File: src/rtl/runner_rng_display_n_if.sv
// runner_rng_display_n_if: control inputs and display outputs of the random-digit display
interface runner_rng_display_n_if #(
  parameter int DIGITS = 3,
  parameter int LFSR_W = 16
);
  logic [1:0] mode;
  logic step;
  logic seed_load;
  logic [LFSR_W-1:0] seed_in;
  logic [7*DIGITS-1:0] seg;
  logic [4*DIGITS-1:0] digits_bcd;
  logic [7:0] leds;
  logic busy;
  logic new_value;
  modport master (
    output mode, step, seed_load, seed_in,
    input seg, digits_bcd, leds, busy, new_value
  );
  modport slave (
    input mode, step, seed_load, seed_in,
    output seg, digits_bcd, leds, busy, new_value
  );
endinterface

File: src/rtl/runner_rng_display_n.sv
// runner_rng_display_n: Galois LFSR rejection-sampled into decimal digits, published to active-low seven-segment displays
module runner_rng_display_n #(
  parameter int DIGITS = 3,
  parameter int LFSR_W = 16,
  parameter logic [LFSR_W-1:0] TAPS = 16'hB400,
  parameter logic [LFSR_W-1:0] SEED = 16'hACE1,
  parameter int DIV_W = 20
) (
  input logic clk,
  input logic rst,
  runner_rng_display_n_if.slave bus
);
  localparam int IW = DIGITS > 1 ? $clog2(DIGITS) : 1;
  localparam logic [LFSR_W-1:0] SEED0 = SEED == '0 ? LFSR_W'(1) : SEED;
  typedef enum logic {IDLE, FILL} state_t;
  state_t state, state_n;
  logic [DIV_W-1:0] div;
  logic [LFSR_W-1:0] lfsr;
  logic [IW-1:0] idx;
  logic [3:0] stage [DIGITS];
  logic [4*DIGITS-1:0] bcd, pub_bcd;
  logic [7*DIGITS-1:0] seg, pub_seg;
  logic nv, start, accept, last, publish;
  function automatic logic [6:0] seg7(input logic [3:0] d);
    case (d)
      4'd0: seg7 = 7'b1000000;
      4'd1: seg7 = 7'b1111001;
      4'd2: seg7 = 7'b0100100;
      4'd3: seg7 = 7'b0110000;
      4'd4: seg7 = 7'b0011001;
      4'd5: seg7 = 7'b0010010;
      4'd6: seg7 = 7'b0000010;
      4'd7: seg7 = 7'b1111000;
      4'd8: seg7 = 7'b0000000;
      4'd9: seg7 = 7'b0010000;
      default: seg7 = 7'b1111111;
    endcase
  endfunction
  assign start = (bus.mode == 2'b00 && &div) || (bus.mode == 2'b10 && bus.step);
  assign accept = lfsr[3:0] <= 4'd9;
  assign last = accept && idx == IW'(DIGITS - 1);
  // the final digit is accepted in the same cycle it is published, so bypass staging for it
  for (genvar k = 0; k < DIGITS; k++) begin : g_pub
    assign pub_bcd[4*k +: 4] = idx == IW'(k) ? lfsr[3:0] : stage[k];
    assign pub_seg[7*k +: 7] = seg7(pub_bcd[4*k +: 4]);
  end
  always_comb begin
    publish = state == FILL && last && !bus.seed_load;
    state_n = bus.seed_load ? IDLE : state == IDLE ? (start ? FILL : IDLE) : (last ? IDLE : FILL);
  end
  always_ff @(posedge clk) state <= rst ? IDLE : state_n;
  always_ff @(posedge clk)
    if (rst) begin
      div <= '0;
      lfsr <= SEED0;
      idx <= '0;
      bcd <= '0;
      seg <= {DIGITS{7'b1000000}};
      nv <= 1'b0;
    end else begin
      div <= div + DIV_W'(1);
      nv <= publish;
      if (bus.seed_load) lfsr <= bus.seed_in == '0 ? LFSR_W'(1) : bus.seed_in;
      else if (state == FILL) lfsr <= (lfsr >> 1) ^ (lfsr[0] ? TAPS : '0);
      idx <= state != FILL ? '0 : idx + IW'(accept);
      if (publish) begin
        bcd <= pub_bcd;
        seg <= pub_seg;
      end
    end
  always_ff @(posedge clk)
    for (int i = 0; i < DIGITS; i++)
      if (state == FILL && accept && idx == IW'(i)) stage[i] <= lfsr[3:0];
  assign bus.seg = seg;
  assign bus.digits_bcd = bcd;
  assign bus.leds = lfsr[7:0];
  assign bus.busy = state == FILL;
  assign bus.new_value = nv;
endmodule

File: src/flat_wrapper.sv
// flat-port wrapper written by rule: the top's interface ports become plain ports
module runner_rng_display_n_flat 
#(
  parameter int DIGITS = 3,
  parameter int LFSR_W = 16,
  parameter logic [LFSR_W-1:0] TAPS = 16'hB400,
  parameter logic [LFSR_W-1:0] SEED = 16'hACE1,
  parameter int DIV_W = 20
)
  (clk, rst, bus_mode, bus_step, bus_seed_load, bus_seed_in, bus_seg, bus_digits_bcd, bus_leds, bus_busy, bus_new_value);
  runner_rng_display_n_if #(.DIGITS(DIGITS), .LFSR_W(LFSR_W)) bus_i ();
  input logic clk;
  input logic rst;
  input wire logic [$bits(bus_i.mode)-1:0] bus_mode;
  input wire logic [$bits(bus_i.step)-1:0] bus_step;
  input wire logic [$bits(bus_i.seed_load)-1:0] bus_seed_load;
  input wire logic [$bits(bus_i.seed_in)-1:0] bus_seed_in;
  output wire logic [$bits(bus_i.seg)-1:0] bus_seg;
  output wire logic [$bits(bus_i.digits_bcd)-1:0] bus_digits_bcd;
  output wire logic [$bits(bus_i.leds)-1:0] bus_leds;
  output wire logic [$bits(bus_i.busy)-1:0] bus_busy;
  output wire logic [$bits(bus_i.new_value)-1:0] bus_new_value;
  assign bus_i.mode = bus_mode;
  assign bus_i.step = bus_step;
  assign bus_i.seed_load = bus_seed_load;
  assign bus_i.seed_in = bus_seed_in;
  assign bus_seg = bus_i.seg;
  assign bus_digits_bcd = bus_i.digits_bcd;
  assign bus_leds = bus_i.leds;
  assign bus_busy = bus_i.busy;
  assign bus_new_value = bus_i.new_value;
  runner_rng_display_n #(.DIGITS(DIGITS), .LFSR_W(LFSR_W), .TAPS(TAPS), .SEED(SEED), .DIV_W(DIV_W)) u_core (.clk(clk), .rst(rst), .bus(bus_i));
endmodule
File: config.mk
export PLATFORM = sky130hd
export DESIGN_NAME = runner_rng_display_n_flat
export DESIGN_NICKNAME = d
export VERILOG_FILES = /design/src/rtl/runner_rng_display_n_if.sv /design/src/rtl/runner_rng_display_n.sv /design/src/flat_wrapper.sv
export SDC_FILE = /design/constraint.sdc
export NUM_CORES = 1
export LEC_CHECK = 0
export BUFFER_PORTS_ARGS = -buffer_cell sky130_fd_sc_hd__buf_2
export CORE_MARGIN = 8
export CORE_UTILIZATION = 40
export CTS_CLUSTER_DIAMETER = 120
export CTS_CLUSTER_SIZE = 28
export DETAILED_ROUTE_END_ITERATION = 10
export HOLD_SLACK_MARGIN = 0.15
export PLACE_DENSITY = 0.56
export SLEW_MARGIN = 20
export SYNTH_ARGS = -nofsm -noshare
export SYNTH_HDL_FRONTEND = slang
export SYNTH_SLANG_ARGS = --single-unit
File: constraint.sdc
create_clock -name clk -period 2.9 [get_ports clk]
set_input_delay 0.435 -clock clk [delete_from_list [all_inputs] [get_ports clk]]
set_output_delay 0.435 -clock clk [all_outputs]
set_load 0.005 [all_outputs]
# Yosys cells after proc, flatten, opt, wreduce, memory -nomap -nowiden
# Memory sizes are Yosys's and may differ from the RTL's. A register that Yosys moved wholly into a read port is not among the register bits.
# Index checks and enable logic that the tools add are counted.
totals:
  ff_bits: 52
  elab_cells: 60
  rom_bits: 336
  in_bits: 22
  output_inout_bits: 43
  memories: 4
  ramBits: 12
classes:
  n_eq_ne: 3
  bitwise_logic: 2
  n_addsub: 2
  order_cmp: 1
  n_mux: 22
  n_reduce_logical: 20
mem_list:
  columns: ["memory", "words", "width", "read_ports", "rd_clocked_by_memory_dff", "wr", "line_no", "text"]
  rows:
  - ["(no name shown)", 16, 7, 1, 1, 0, "runner_rng_display_n.sv:25", "case (d)"]
  - ["(no name shown)", 16, 7, 1, 1, 0, "runner_rng_display_n.sv:25", null]
  - ["(no name shown)", 16, 7, 1, 1, 0, "runner_rng_display_n.sv:25", null]
  - ["u_core.stage", 3, 4, 3, 0, 1, "runner_rng_display_n.sv:20", "logic [3:0] stage [DIGITS];"]
op_table:
  columns: ["cell", "count"]
  rows:
  - ["$mux 16", 4]
  - ["$add 20x1->20 const B", 1]
  - ["$mux 4", 5]
  - ["$reduce_and 20->1", 1]
  - ["$logic_not 16->1", 1]
  - ["$xor 15x16->16", 1]
  - ["$mux 1", 11]
  - ["$logic_and 1x1->1", 9]
  - ["$reduce_or 4->1", 2]
  - ["$eq 2x2->1 const B", 2]
  - ["$le 4x4->1 const B", 1]
  - ["$logic_not 2->1", 2]
  - ["$mux 2", 2]
  - ["$reduce_or 2->1", 2]
  - ["$add 2x1->2", 1]
  - ["$eq 2x1->1 const B", 1]
  - ["$reduce_bool 2->1", 1]
  - ["$logic_not 1->1", 1]
  - ["$logic_or 1x1->1", 1]
  - ["$not 1->1", 1]

# Depth between registers and ports, before layout
# Gate-level depths: netlist of run 1.
depth:
  ltp_word: 8
  ltp_mapped: 10
  mapped_depth_nobuf: 8

# Worst setup path before layout of run 1
# No wires, ideal clock.
synth_timing:
  kind: "reg-to-reg"
  from: "register u_core.idx[0]"
  to: "register u_core.seg[10] (netlist: u_core.bus.seg[10])"
  setup_ns: 0.137
  path_buffers: 2
  arrival_ns: 2.002
  stages_incl_launch_ff: 11
  setup_slack_ns: 0.761
  synth_period_minus_slack_ns: 2.139
  t_required_ns: 2.763
  cell_sequence: "dfxtp_1 > buf_4 > nand2b_2 > buf_2 > mux2i_1 > inv_1 > ha_1 > nor4bb_1 > a31o_2 > o21ai_1 > a211oi_1"
synth_via:
  word_cells_on_any_way: 6
  classes_between: "eq/ne (2); mux (1); reduce/logical (3)"
synth_lines:
  columns: ["element", "line_no", "text"]
  rows:
  - ["from (decl)", "runner_rng_display_n.sv:19", "logic [IW-1:0] idx;"]
  - ["from (signal assigned)", "runner_rng_display_n.sv:65", "idx <= state != FILL ? '0 : idx + IW'(accept);"]
  - ["$eq 2x1->1", "runner_rng_display_n.sv:44", "assign pub_bcd[4*k +: 4] = idx == IW'(k) ? lfsr[3:0] : stage[k];"]
  - ["$mux 4", "runner_rng_display_n.sv:44", null]
  - ["via u_core.pub_bcd[4]", "runner_rng_display_n.sv:21", "logic [4*DIGITS-1:0] bcd, pub_bcd;"]
  - ["to (decl)", "runner_rng_display_n.sv:22", "logic [7*DIGITS-1:0] seg, pub_seg;"]
# The timed path passes the listed nets, and every way through them passes these cells.
# A chain may end at the register's enable or synchronous reset.

# Worst setup path after layout of run 1
layout_timing:
  from: "register u_core.idx[1]"
  to: "register u_core.seg[7] (netlist: u_core.bus.seg[7])"
layout_via:
  elab_chain_len: 4
  word_cells_on_any_way: 6
  classes_between: "eq/ne (2); mux (1); reduce/logical (3)"
layout_lines:
  columns: ["element", "line_no", "text"]
  rows:
  - ["$eq 2x2->1", "runner_rng_display_n.sv:41", "assign last = accept && idx == IW'(DIGITS - 1);"]
  - ["$logic_and 1x1->1", "runner_rng_display_n.sv:41", null]
  - ["$logic_and 1x1->1 (2 in series)", "runner_rng_display_n.sv:48", "publish = state == FILL && last && !bus.seed_load;"]
# Several ways; a longest one is shown, not always the timed one.

==> results of run 1 <==
[state kept, by name, indices dropped and copies added (netlist names)]
name,count
u_core.bus.seg,21
u_core.div,20
u_core.lfsr,16
u_core.bus.digits_bcd,12
u_core.stage,12
u_core.idx,2
u_core.bus.busy,1
u_core.bus.new_value,1
[final timing paths]
check	end	start	slack, ns	cells after the start
worst max-delay path	u_core.bus.seg[7]$_SDFFE_PP0P_	u_core.idx[1]$_SDFF_PP0_	0.49	7
worst min-delay path	u_core.lfsr[6]$_SDFFE_PP1P_	bus_seed_in[6]	0.32	3
worst max register to register	u_core.bus.seg[7]$_SDFFE_PP0P_	u_core.idx[1]$_SDFF_PP0_	0.49	7
worst min register to register	u_core.bus.seg[15]$_SDFFE_PP0P_	u_core.bus.seg[15]$_SDFFE_PP0P_	0.46	2
[power by group through the flow]
| stage | clock (W) | combinational (W) | sequential (W) |
|---|---|---|---|
| 3_5_place_dp | 0 | 0.000166 | 0.00125 |
| 2_1_floorplan | 0 | 0.000118 | 0.00125 |
| 3_3_place_gp | 0 | 0.000163 | 0.00125 |
| 6_report | 0.000812 | 0.000164 | 0.00123 |
| 5_1_grt | 0.000892 | 0.000186 | 0.00123 |
| 4_1_cts | 0.000853 | 0.000166 | 0.00123 |
[Yosys cell counts, types with 3 or more instances]
cell type | number | share of area (%)
a211oi_1 | 27 | 4.8
a21oi_1 | 23 | 2.7
and3_1 | 6 | 0.89
and4_1 | 5 | 1.0
buf_1 | 3 | 0.27
buf_2 | 8 | 0.94
buf_4 | 13 | 2.3
clkbuf_1 | 11 | 0.97
dfxtp_1 | 73 | 34
edfxtp_1 | 12 | 8.5
ha_1 | 17 | 5.0
inv_1 | 14 | 1.2
mux2_2 | 6 | 1.6
mux2i_1 | 24 | 5.7
nand2_1 | 15 | 1.3
nand2b_1 | 5 | 0.74
nand3_1 | 13 | 1.5
nand3b_1 | 3 | 0.53
nand4_1 | 8 | 1.2
nor2_1 | 64 | 5.7
nor2b_1 | 5 | 0.74
nor3_1 | 3 | 0.35
nor3b_1 | 4 | 0.71
nor4_1 | 5 | 0.74
o21ai_0 | 3 | 0.35
o21ai_1 | 5 | 0.59
o31ai_1 | 5 | 0.89
xnor2_1 | 5 | 1.0
xor2_1 | 15 | 3.1
[tightest hold or removal path, stage by stage]
cell	delay (ns)
buf_2	0.09
mux2i_1	0.06
nand2_1	0.06
[through the flow]
stage          worst slack (ns)  total power [W]  cell area, µm²  util (%)  hold slack, ns
6_report                  0.486          0.00220            4810      46.6           0.319
5_1_grt                   0.271          0.00231            4810      46.6           0.320
4_1_cts                   0.497          0.00225            4810      46.6           0.298
3_5_place_dp              0.505          0.00142            4620      44.8           0.451
3_3_place_gp              0.571          0.00142            4620      44.8           0.444
2_1_floorplan             0.761          0.00137            4240         -           0.426
[routing by layer]
| layer | vias to the layer above | share of wire (%) |
|---|---|---|
| li1 | 1681 | - |
| met1 | 1530 | 48 |
| met2 | 63 | 46 |
| met3 | 10 | 5.0 |
| met4 | 0 | 1.1 |
| met5 | - | 0 |
[layout make-up]
type,instances,area (µm²),area share [%]
clock buffer,12,155,3.22
clock inverter,2,35.0,0.728
inverter,14,52.6,1.09
multi-input combinational,310,2170,45.0
sequential,85,1820,37.9
tap,136,170,3.54
timing repair buffer,76,410,8.53
[logic make-up after synthesis]
family / after synthesis
multiplexers: 35
flip-flops: 85
adder cells (fa/ha/maj): 17
AND/OR/NAND/NOR: 151
buffers and inverters: 50
XOR/XNOR: 20
AO/OA/AOI/OAI: 87
==> metrics.md, run 1 <==
| Metric | Value |
|---|---|
| DIE AREA | `~14000 µm²` |
| Largest family of logic cells by synthesized area | `simple AND/OR/NAND/NOR gates` |
| Antenna Nets Post-Route | `0` |
| Most frequent cells in the layout | `73 x dfxtp_1, 64 x nor2_1, 64 x buf_2` |
| Final TNS setup | `0 ns` |
| Bufs and invs on worst path | `0` |
| Critical path's slowest cell | `dfxtp_1` |
| Hold Buf Count CTS | `0` |
| Hold WC Path Type | `in2reg` |
| Final net count | `about 540` |
| Die H | `~120 µm` |
| GRT Max-Usage Layer | `met2` |
| Comb pwr share | `~7.5%` |
| Leakage | `2.02 nW` |
| Core area | `about 10000 µm²` |
| Io pins | `65` |
| Clk pin slew, worst setup/hold paths | `0.08 ns` |
| Sequential power share | `between 50 and 60%` |
| F_max | `414 MHz` |
| Largest net degree at the start of global routing | `59` |
| Starting Density | `around 40%` |
| First-pass iteration count of the detailed router | `4` |
| Family with the most delay on the worst path | `flip-flops` |
| Post-cts resize count | `0` |
| Vias in the first global route | `3299` |
| Post-DP HPWL | `6890 µm` |
| Synthesized instance count | `445` |
| Post-Synth XOR/XNOR Area | `4.13%` |
| Post-synthesis sequential area ratio | `43.0%` |
| Critical path class | `reg2reg` |
| Vias | `3284` |
| Root Buffer | `clkbuf_8` |
| Placed Cells | `about 620` |
| Final setup violation count | `0` |
| Internal power | `0.00172 W` |
| Slowest Stage Delay on Critical Path | `slightly below 0.7 ns` |
| Area delta synth->final | `13.5%` |
| Simple-Gate Fraction of Synth Area | `18.5%` |
| CTS buffer count | `9` |
| Initial antenna violation count | `0` |
| Clk_skew | `0.00937 ns` |
| Final WL | `9440 µm` |
| Synth Area in Adders | `5.02%` |
| DRT iter0 DRCs | `111` |
| Mux contribution to synthesized area | `9.00%` |
| Max clock buf depth | `2` |
| Diode count | `0` |
| DRC violations left | `0` |
| Met3 GRT Util | `3.78%` |
| Total track usage | `a little over an eighth` |
| Switching part of the total | `22.1%` |
| Max Slew Vio Count | `0` |
| Maximum vdd drop | `0.194 mV` |
| Status | `finished clean` |
| Crit. End Element | `register` |
| Compound-Gate Fraction of Synth Area | `between 10% and 20%` |
| Hold Vio Cnt, Final | `0` |
| RSZ-0062 raised after global routing | `no` |
| CTS tree | `built` |
| PortBufs | `64` |
| DR vias/cell | `about 5.2` |
| CP arrival | `around 2.7 ns` |
| Met2 Track Usage GR | `about 22%` |
| Commonest non-fill, non-tap cell in the layout | `dfxtp_1` |
| Fin crit period | `2.41 ns` |
| Ys Warns | `0` |
| CP startpoint kind | `register` |
| P_sw | `between 0.0004 and 0.0005 W` |
| Grt ovf | `0` |
| Post-synth EDFFs | `12` |
| Cell area power density | `458 nW/µm²` |
| Worst EP required | `approximately 3.2 ns` |
| Relative slew slack | `roughly half` |
| Distinct cells, synth | `68` |
| Met1 Use GR | `16.8%` |
| Layout Cells excl Fill | `between 600 and 700` |
| First-pass GRT wire length | `16100 µm` |
| GP Congestion | `0.791` |
| Sink Count | `between 80 and 90` |
| Final period util | `83.2%` |
| Critical Path, Cell by Cell | `nand2b_2 > mux2i_1 > ha_1 > nor4bb_1 > a31o_2 > o21ai_1 > a211oi_1` |
| Yosys reg bits | `85` |
| Avg WL per Cell | `14.9 µm` |
| Worst skew pair latency | `about 0.34 ns` |
| Worst Tran Pin Value | `between 0.7 and 0.8 ns` |
| Max-cap viol count | `0` |
| Fraction of layout cells with a size suffix above 1 | `~22%` |
| Clk pwr share | `36.8%` |
| Filler Cell Count | `1047` |
| H-tree depth | `3` |
| Fraction of registers with async set or reset after synthesis | `0%` |
| Max FO, Critical Path | `13` |
| Syn Std Cell Area | `4240 µm²` |
| Post-Syn Nets | `between 400 and 500` |
| Width of the die | `119 µm` |
| Post-CTS setup buffer count | `0` |
| Site row count | `37` |
| Main synth FF type | `dfxtp_1` |
| Syn_area_per_cell | `roughly 9.5 µm²` |
Power figures use the tool's default switching activity.
==> run 2, diff against run 1 <==
Settings changed: PLACE_DENSITY 0.56 to 0.58.
Clock period 2.9 ns to 2 ns, I/O delays scaled along.
==> run 2 against run 1 <==
Net effect:
- routed wire length is 1.9% higher
- core utilization is 2.6 points higher
- total power is 53% higher
- critical path type unchanged
- highest routed layer unchanged
- global-route usage is 0.56 points higher
==> metrics.md, run 2 (synthesis results as in run 1) <==
| Metric | Value |
|---|---|
| Antenna Nets Post-Route | `0 (unchanged)` |
| H-tree depth | `3 (unchanged)` |
| Critical path's slowest cell | `dfxtp_2` |
| DIE AREA | `14200 µm² (unchanged)` |
| CTS buffer count | `9 (unchanged)` |
| Maximum vdd drop | `0.335 mV (+73%)` |
| Starting Density | `41.1% (unchanged)` |
| Final WL | `9630 µm (+1.9%)` |
| Fin crit period | `1.83 ns (-0.588 ns)` |
| First-pass iteration count of the detailed router | `4 (unchanged)` |
| Post-CTS setup buffer count | `0 (unchanged)` |
| CTS tree | `built` |
| Initial antenna violation count | `0 (unchanged)` |
| Max reg flops | `21 (unchanged)` |
| RSZ-0062 raised after global routing | `no` |
| Relative slew slack | `68.7% (+18 points)` |
| Width of the die | `119 µm (unchanged)` |
| Clk pin slew, worst setup/hold paths | `0.10 ns (+0.02 ns)` |
| CP arrival | `2.08 ns (-0.59 ns)` |
| Die H | `119 µm (unchanged)` |
| Io pins | `65 (unchanged)` |
| Max FO, Critical Path | `5 (-8)` |
| Vias in the first global route | `3431 (+4.0%)` |
| Final net count | `561 (+4.9%)` |
| Max-cap viol count | `0 (unchanged)` |
| Total track usage | `14.1% (+0.56 points)` |
| Worst hold slack | `0.170 ns (-0.149 ns)` |
| Filler Cell Count | `1019 (-2.7%)` |
| Critical path class | `reg2reg` |
| Vias | `3377 (+2.8%)` |
| Cell area power density | `663 nW/µm² (+45%)` |
| Final setup violation count | `0 (unchanged)` |
| GP Congestion | `0.782 (-1.1%)` |
| Critical Path, Cell by Cell | `nor2_4 > mux2i_1 > inv_1 > ha_1 > a21oi_1 > nor4_1 > o41ai_2` |
| Sink Count | `85 (unchanged)` |
| DR vias/cell | `5.09 (-1.5%)` |
| Largest net degree at the start of global routing | `29 (-51%)` |
| Most frequent cells in the layout | `71 x dfxtp_1, 64 x nor2_1, 64 x buf_2` |
| Slowest Stage Delay on Critical Path | `0.35 ns (-0.33 ns)` |
| Final TNS setup | `0 ns (unchanged)` |
| Clk_skew | `0.0152 ns (+0.00582 ns)` |
| Final period util | `91.3% (+8.1 points)` |
| PortBufs | `64 (unchanged)` |
| Hold Vio Cnt, Final | `0 (unchanged)` |
| Area delta synth->final | `19.9%` |
| Grt ovf | `0 (unchanged)` |
| Max Slew Vio Count | `0 (unchanged)` |
| Largest regs | `u_core.bus.seg (21), u_core.div (20), u_core.lfsr (16)` |
| Core area | `10300 µm² (unchanged)` |
| Crit. End Element | `register` |
| Diode count | `0 (unchanged)` |
| Fraction of layout cells with a size suffix above 1 | `26.8% (+4.7 points)` |
| Max clock buf depth | `2 (unchanged)` |
| F_max | `548 MHz (+32%)` |
| CP startpoint kind | `register` |
| DRC violations left | `0 (unchanged)` |
| Worst skew pair latency | `0.36 ns (+0.02 ns)` |
| Commonest non-fill, non-tap cell in the layout | `dfxtp_1` |
| Largest Register | `u_core.bus.seg` |
| Hold WC Path Type | `in2reg` |
| Avg WL per Cell | `14.5 µm (-2.4%)` |
| DRT iter0 DRCs | `109 (-1.8%)` |
| Root Buffer | `clkbuf_8` |
| Worst Tran Pin Value | `0.469 ns (-0.265 ns)` |
| Status | `finished clean` |
| Leakage | `2.15 nW (+6.2%)` |
| Worst EP required | `2.26 ns (-0.89 ns)` |
| Post-DP HPWL | `7480 µm (+8.6%)` |
| First-pass GRT wire length | `16700 µm (+3.9%)` |
| Site row count | `37 (unchanged)` |
run 2: per-stage QoR:
stage / util, % / area, µm² / total power (W) / setup WS (ns) / cells
6_report: 49.2 / 5080 / 0.00337 / 0.174 / 663
4_1_cts: 48.9 / 5050 / 0.00341 / 0.0991 / 662
3_3_place_gp: 46.6 / 4810 / 0.00207 / 0.168 / 644
3_5_place_dp: 46.6 / 4810 / 0.00207 / 0.102 / 644
2_1_floorplan: - / 4260 / 0.00199 / 0.00471 / 445
5_1_grt: 49.2 / 5080 / 0.00353 / 0.00520 / 663
run 2: worst max-delay path, delay by kind of cell (launching register included):
kind | cells | cell delay (ns)
multiplexers | 1 | 0.32
adder cells (fa/ha/maj) | 1 | 0.24
AO/OA/AOI/OAI | 2 | 0.43
flip-flops | 1 | 0.35
AND/OR/NAND/NOR | 2 | 0.30
buffers and inverters | 1 | 0.10
run 2: power breakdown:
group	switching (W)	leakage (nW)	internal, W	total (W)
logic	0.000132	1.34	0.000119	0.000251
clock network	0.000658	0.109	0.000671	0.00133
registers	0.0000311	0.703	0.00176	0.00179
total	0.000821	2.15	0.00255	0.00337
run 2: layout make-up:
| cell class | count | area (µm²) | area share (%) |
|---|---|---|---|
| clock buffer | 10 | 149 | 2.93 |
| inverter | 14 | 52.6 | 1.03 |
| tap | 136 | 170 | 3.35 |
| timing repair buffer | 102 | 613 | 12.1 |
| multi-input combinational | 310 | 2200 | 43.3 |
| sequential | 85 | 1820 | 35.9 |
| clock inverter | 6 | 72.6 | 1.43 |
run 2: worst paths after layout:
kind,start,end,slack (ns),depth (start not counted)
setup / recovery,u_core.idx[1]$_SDFF_PP0_,u_core.bus.seg[4]$_SDFFE_PP0P_,0.17,7
hold / removal,bus_seed_in[13],u_core.lfsr[13]$_SDFFE_PP1P_,0.17,3
setup reg to reg,u_core.idx[1]$_SDFF_PP0_,u_core.bus.seg[4]$_SDFFE_PP0P_,0.17,7
hold reg to reg,u_core.bus.seg[15]$_SDFFE_PP0P_,u_core.bus.seg[15]$_SDFFE_PP0P_,0.45,2
run 2: timing repair:
| action | in CTS | in global routing |
|---|---|---|
| hold buffers | 2 | 1 |
| hold endpoints to repair | 2 | 1 |
| resized for setup | 0 | 5 |
| setup endpoints to repair | 0 | 4 |
run 2: metal layers:
metal	wire length [µm]	global-route usage (%)	up-vias
li1	-	-	1736
met1	4430	16.7	1572
met2	4690	24.2	65
met3	449	4.49	4
met4	61	3.40	0
met5	0	0	-
